==> config.mk <==
export PLATFORM = sky130hd
export DESIGN_NAME = micro_ucr_nonce_ctrl
export DESIGN_NICKNAME = d
export VERILOG_FILES = /design/src/rtl/micro_ucr_nonce_ctrl.sv
export SDC_FILE = /design/constraint.sdc
export NUM_CORES = 1
export LEC_CHECK = 0
export CAP_MARGIN = 40
export CELL_PAD_IN_SITES_DETAIL_PLACEMENT = 0
export CELL_PAD_IN_SITES_GLOBAL_PLACEMENT = 1
export CORE_MARGIN = 2
export CORE_UTILIZATION = 30
export CTS_CLUSTER_DIAMETER = 80
export DETAILED_ROUTE_END_ITERATION = 8
export PLACE_DENSITY_LB_ADDON = 0.3
export SLEW_MARGIN = 20
export SYNTH_ARGS = -nofsm -noshare
export SYNTH_HDL_FRONTEND = slang
export SYNTH_SLANG_ARGS = --single-unit
==> constraint.sdc <==
create_clock -name clk -period 3.6 [get_ports clk]
set_input_delay 0.72 -clock clk [delete_from_list [all_inputs] [get_ports clk]]
set_output_delay 0.72 -clock clk [all_outputs]
set_load 0.005 [all_outputs]
==> src/rtl/micro_ucr_nonce_ctrl.sv <==
// micro_ucr_nonce_ctrl: drives the micro_ucr_hash core with header plus an incrementing nonce
// and stops on the first nonce whose hash bytes 0 and 1 are both below the target.
module micro_ucr_nonce_ctrl #(
    parameter int          HASH_LAT    = 20,
    parameter logic [31:0] NONCE_LIMIT = 32'h0000_FFFF
) (
    input  logic        clk,
    input  logic        reset,
    input  logic        start,
    input  logic [7:0]  header0,
    input  logic [7:0]  header1,
    input  logic [7:0]  header2,
    input  logic [7:0]  header3,
    input  logic [7:0]  header4,
    input  logic [7:0]  header5,
    input  logic [7:0]  header6,
    input  logic [7:0]  header7,
    input  logic [7:0]  header8,
    input  logic [7:0]  header9,
    input  logic [7:0]  header10,
    input  logic [7:0]  header11,
    input  logic [7:0]  target,
    input  logic [7:0]  hash_array0,
    input  logic [7:0]  hash_array1,
    input  logic [7:0]  hash_array2,
    output logic        ready,
    output logic [7:0]  array_numbers0,
    output logic [7:0]  array_numbers1,
    output logic [7:0]  array_numbers2,
    output logic [7:0]  array_numbers3,
    output logic [7:0]  array_numbers4,
    output logic [7:0]  array_numbers5,
    output logic [7:0]  array_numbers6,
    output logic [7:0]  array_numbers7,
    output logic [7:0]  array_numbers8,
    output logic [7:0]  array_numbers9,
    output logic [7:0]  array_numbers10,
    output logic [7:0]  array_numbers11,
    output logic [7:0]  array_numbers12,
    output logic [7:0]  array_numbers13,
    output logic [7:0]  array_numbers14,
    output logic [7:0]  array_numbers15,
    output logic        busy,
    output logic        done,
    output logic        found,
    output logic [31:0] nonce,
    output logic [7:0]  hash_out0,
    output logic [7:0]  hash_out1,
    output logic [7:0]  hash_out2
);
    localparam int CW = HASH_LAT > 1 ? $clog2(HASH_LAT) : 1;

    typedef enum logic [2:0] {IDLE, LOAD, WAIT, CHECK, DONE_OK, DONE_FAIL} state_t;

    state_t        state, state_nx;
    logic [CW-1:0] cnt;
    logic [95:0]   hdr;
    logic [7:0]    tgt;
    logic          pass, accept;

    assign pass   = (hash_array0 < tgt) && (hash_array1 < tgt);
    assign accept = start && (state == IDLE || state == DONE_OK || state == DONE_FAIL);

    always_ff @(posedge clk or negedge reset) begin
        if (!reset) state <= IDLE;
        else        state <= state_nx;
    end

    always_comb begin
        state_nx = state;
        ready    = 1'b0;
        busy     = 1'b0;
        done     = 1'b0;
        found    = 1'b0;
        unique case (state)
            IDLE:      state_nx = start ? LOAD : IDLE;
            LOAD: begin
                ready    = 1'b1;
                busy     = 1'b1;
                state_nx = WAIT;
            end
            WAIT: begin
                busy     = 1'b1;
                state_nx = cnt == '0 ? CHECK : WAIT;
            end
            CHECK: begin
                busy     = 1'b1;
                state_nx = pass ? DONE_OK : nonce == NONCE_LIMIT ? DONE_FAIL : LOAD;
            end
            DONE_OK: begin
                done     = 1'b1;
                found    = 1'b1;
                state_nx = start ? LOAD : DONE_OK;
            end
            DONE_FAIL: begin
                done     = 1'b1;
                state_nx = start ? LOAD : DONE_FAIL;
            end
            default:   state_nx = IDLE;
        endcase
    end

    // hash_out is cleared on every accepted start so a failed search reports zero
    always_ff @(posedge clk or negedge reset) begin
        if (!reset) begin
            hdr       <= '0;
            tgt       <= '0;
            nonce     <= '0;
            cnt       <= '0;
            hash_out0 <= '0;
            hash_out1 <= '0;
            hash_out2 <= '0;
        end else begin
            if (accept) begin
                hdr       <= {header0, header1, header2, header3, header4, header5,
                              header6, header7, header8, header9, header10, header11};
                tgt       <= target;
                nonce     <= '0;
                hash_out0 <= '0;
                hash_out1 <= '0;
                hash_out2 <= '0;
            end
            if (state == LOAD)      cnt <= CW'(HASH_LAT - 1);
            else if (state == WAIT) cnt <= cnt - 1'b1;
            if (state == CHECK) begin
                if (pass) begin
                    hash_out0 <= hash_array0;
                    hash_out1 <= hash_array1;
                    hash_out2 <= hash_array2;
                end else if (nonce != NONCE_LIMIT) begin
                    nonce <= nonce + 32'd1;
                end
            end
        end
    end

    assign array_numbers0  = hdr[95:88];
    assign array_numbers1  = hdr[87:80];
    assign array_numbers2  = hdr[79:72];
    assign array_numbers3  = hdr[71:64];
    assign array_numbers4  = hdr[63:56];
    assign array_numbers5  = hdr[55:48];
    assign array_numbers6  = hdr[47:40];
    assign array_numbers7  = hdr[39:32];
    assign array_numbers8  = hdr[31:24];
    assign array_numbers9  = hdr[23:16];
    assign array_numbers10 = hdr[15:8];
    assign array_numbers11 = hdr[7:0];
    assign array_numbers12 = nonce[31:24];
    assign array_numbers13 = nonce[23:16];
    assign array_numbers14 = nonce[15:8];
    assign array_numbers15 = nonce[7:0];
endmodule

==> results_tabular.tex <==
\begin{tabular}{lr}
\hline
Metric & Value \\
\hline
\multicolumn{2}{l}{\textbf{Pwr}} \\
\quad VDD IR max & 0.3318 mV \\
\quad Final Power & 8.525 mW \\
\quad Power per unit of standard cell area & 718.1 nW/µm² \\
\quad Cell leakage power & 5.671 nW \\
\multicolumn{2}{l}{\textbf{Timing}} \\
\quad Final period util & 0.8461 \\
\quad Tightest slew margin relative to the limit & 0.4973 \\
\quad Count of endpoints failing hold in the final timing report & 0 \\
\quad Maximum clock skew at final layout & 0.01562 ns \\
\quad Fin crit period & 3.046 ns \\
\quad RSZ-0062 raised after global routing & false \\
\quad Max Clk Rate & 0.3283 GHz \\
\quad Total negative slack & 0 ns \\
\quad Transition time at the pin with the least slew margin & 0.7540 ns \\
\quad Final Max Tran Viols & 0 \\
\quad Setup-failing EPs final & 0 \\
\quad Final Worst Setup Slack & 0.5539 ns \\
\multicolumn{2}{l}{\textbf{Route}} \\
\quad Number of design rule violations left after detail routing & 0 \\
\quad Mean routed wirelength per cell & 15.97 µm \\
\quad Total wire length after detailed routing & 23.96 mm \\
\quad Remaining antenna violation count after routing & 0 \\
\quad Drt pass-1 iters & 4 \\
\quad Overall via count from detail\_route & 6922 \\
\quad Avg Vias per Cell & 4.615 \\
\quad Drt initial violations & 368 \\
\multicolumn{2}{l}{\textbf{Worst setup path}} \\
\quad Critical Path Start Type & primary input \\
\quad Critical path data arrival time & 3.35 ns \\
\quad Critical Path End Type & register \\
\quad Data required time at the worst endpoint & 3.91 ns \\
\quad FF-to-FF path depth & 9 \\
\quad Reg-to-reg critical path endpoint & nonce[24] \\
\quad Biggest fanout along the worst timing path & 11 \\
\quad FF-to-FF Start & nonce[1] \\
\quad Critical path type & in -> reg \\
\quad Worst-case register-to-register setup slack & 0.65 ns \\
\multicolumn{2}{l}{\textbf{Floorplanning}} \\
\quad Number of I/O pins & 319 \\
\quad Core ar. & 25980 µm² \\
\quad Number of cell rows & 59 \\
\quad Die Outline Area & 27670 µm² \\
\quad Die boundary width & 166.3 µm \\
\quad Chip Height & 166.3 µm \\
\quad Initial core utilization & 0.3043 \\
\multicolumn{2}{l}{\textbf{Worst hold path}} \\
\quad Worst hold path type & in -> async \\
\multicolumn{2}{l}{\textbf{Layout}} \\
\quad Layout-stage area growth over the synthesis result & 50.17\% \\
\quad Post-layout net count & 1300 \\
\quad Antenna diode count & 0 \\
\quad Most frequent standard cell in the layout excluding fill and tap cells & sky130\_fd\_sc\_hd\_\_nand2\_1 \\
\quad Fraction of layout instances using a drive strength above 1 & 0.04893 \\
\quad Core utilization of the finished layout & 0.4569 \\
\quad Layout Cells excl Fill & 1500 \\
\quad Count of filler cells inserted in the layout & 2463 \\
\quad Commonest cells after routing, fill and taps aside & sky130\_fd\_sc\_hd\_\_nand2\_1, sky130\_fd\_sc\_hd\_\_clkdlybuf4s50\_1, sky130\_fd\_sc\_hd\_\_dfrtp\_1 \\
\multicolumn{2}{l}{\textbf{Global route}} \\
\quad Global router's overall resource usage & 0.1731 \\
\quad Number of antenna violations at the first check in global routing & 0 \\
\quad Maximum number of pins on one net before global-route repair & 90 \\
\quad First-pass GRT wire length & 38.46 mm \\
\quad Global-route congestion overflow total & 0 \\
\quad Number of global-route vias before repair & 6857 \\
\multicolumn{2}{l}{\textbf{Clock tree}} \\
\quad Number of buffers on the longest clock path & 2 \\
\quad Total setup buffers inserted after CTS & 0 \\
\quad Count of cells resized by post-cts repair & 0 \\
\quad Clock Root Buffer & sky130\_fd\_sc\_hd\_\_clkbuf\_16 \\
\quad Insertion delay of the later-clocked pin in the worst-skew pair & 0.43 ns \\
\quad TritonCTS sink count & 168 \\
\quad Cts bufs inserted & 17 \\
\quad Clock transition at the registers of the reported paths & 0.08 ns \\
\quad Hold Buf Count CTS & 0 \\
\quad CTS HTree Levels & 4 \\
\quad CTS tree & built \\
\multicolumn{2}{l}{\textbf{Synthesis}} \\
\quad Number of synthesized flops with an enable pin & 0 \\
\quad Gate count of the mapped netlist & 876 \\
\quad Fraction of post-synthesis cell area in the top cell type by area & 0.5317 \\
\quad Average size of a mapped cell & 9.025 µm² \\
\quad Number of distinct standard cells referenced by the synthesized netlist & 48 \\
\quad Number of nets in the synthesized netlist & 1024 \\
\quad Warnings, synthesis & 0 \\
\quad Share of flip-flops with an asynchronous set or reset & 1.000 \\
\quad Fraction of the yosys area taken by sequential cells & 0.5317 \\
\quad Number of storage elements in the synthesis netlist & 168 \\
\quad Cell area after technology mapping & 7906 µm² \\
\quad Top cell type by total area after synthesis & sky130\_fd\_sc\_hd\_\_dfrtp\_1 \\
\quad Top FF cell, synth & sky130\_fd\_sc\_hd\_\_dfrtp\_1 \\
\quad Synth area leaders & sky130\_fd\_sc\_hd\_\_dfrtp\_1, sky130\_fd\_sc\_hd\_\_nand2\_1, sky130\_fd\_sc\_hd\_\_buf\_4, sky130\_fd\_sc\_hd\_\_mux2i\_1, sky130\_fd\_sc\_hd\_\_ha\_1 \\
\multicolumn{2}{l}{\textbf{Placed design}} \\
\quad Buffers on Ports & 318 \\
\quad Hpwl dp & 16.71 mm \\
\quad Placer congestion estimate & 0.7399 \\
\quad Post-placement cell count & 1468 \\
\quad DP Worst Slack & 0.1178 ns \\
\multicolumn{2}{l}{\textbf{Flow run}} \\
\quad Max-cap viol count & 0 \\
\multicolumn{2}{l}{\textbf{Outcome}} \\
\quad Result of the run & finished clean \\
\hline
\end{tabular}
## worst max-delay path by stage
stage	end	start	depth (start not counted)	slack (ns)
global route	nonce[30]	hash_array1[2]	9	0.37
floorplan	nonce[17]	hash_array1[2]	8	0.86
finish	nonce[24]	hash_array1[2]	9	0.55
global placement	nonce[8]	hash_array1[2]	9	0.19
CTS	nonce[24]	hash_array1[2]	9	0.56
detailed placement	nonce[24]	hash_array1[2]	9	0.12
## cells in the mapped netlist (5+ instances only)
cell,n
sky130_fd_sc_hd__dfrtp_1,168
sky130_fd_sc_hd__nand3_1,20
sky130_fd_sc_hd__inv_1,37
sky130_fd_sc_hd__nor4_1,9
sky130_fd_sc_hd__nor2_1,22
sky130_fd_sc_hd__a21oi_1,5
sky130_fd_sc_hd__a21o_1,6
sky130_fd_sc_hd__a211o_1,7
sky130_fd_sc_hd__nor2b_1,5
sky130_fd_sc_hd__a211oi_1,6
sky130_fd_sc_hd__or4_1,6
sky130_fd_sc_hd__nand4_1,9
sky130_fd_sc_hd__ha_1,17
sky130_fd_sc_hd__a221o_1,18
sky130_fd_sc_hd__clkbuf_1,29
sky130_fd_sc_hd__buf_4,35
sky130_fd_sc_hd__nor3_1,21
sky130_fd_sc_hd__buf_2,8
sky130_fd_sc_hd__and4_1,5
sky130_fd_sc_hd__o21ai_0,15
sky130_fd_sc_hd__nand2_1,356
sky130_fd_sc_hd__mux2i_1,26
## stage by stage
stage | cell area, µm² | hold WS (ns)
after CTS | 11870 | 0.3179
after global placement | 11230 | 0.4557
final | 11870 | 0.2846
after floorplan | 7906 | 0.4244
after global routing | 11870 | 0.3388
after detailed placement | 11240 | 0.4608
## layout make-up
type,count,area [µm²],area share
well taps,335,419.2,0.03530
clock buffers,17,425.4,0.03583
clock inverters,15,203.9,0.01718
inverters,37,138.9,0.01170
flip-flops and latches,168,4204,0.3541
multi-input cells,595,3118,0.2626
repair buffers,333,3363,0.2833
## critical path: stages
cell and delay, ns:
sky130_fd_sc_hd__clkdlybuf4s50_1 0.43, sky130_fd_sc_hd__ha_1 0.31, sky130_fd_sc_hd__a211o_1 0.25, sky130_fd_sc_hd__a31oi_1 0.22, sky130_fd_sc_hd__nor3_1 0.15, sky130_fd_sc_hd__a2111oi_4 0.52, sky130_fd_sc_hd__nor2_2 0.23, sky130_fd_sc_hd__buf_6 0.21
sky130_fd_sc_hd__a221o_1 0.32
## flip-flops by register name (all words and copies together) (netlist names)
signal	cells
hdr	96
nonce	32
hash_out1	8
cnt	5
hash_out0	8
hash_out2	8
state	3
tgt	8
## cell families after synthesis
kind of cell	count (synthesis)	synth area share
simple gates	481	0.2613
buf+inv	113	0.07533
xor+xnor	3	0.003324
compound gates	67	0.06710
mux	27	0.03434
fa+ha+maj	17	0.02690
flops	168	0.5317
## power by group
group	leakage, nW	switching, mW	internal [mW]
Clock	0.306	0.924	1.01
Sequential	2.16	0.423	2.62
Combinational	3.21	1.68	1.86
## metal layers
layer / global-route usage / vias up / routed length [µm]
met2: 0.2757 / 258 / 10980
met4: 0.04948 / 0 / 401
met1: 0.2206 / 3232 / 10440
met5: 0 / - / 0
met3: 0.06554 / 20 / 2135
li1: - / 3412 / -
(Power assumes the default switching activity.)
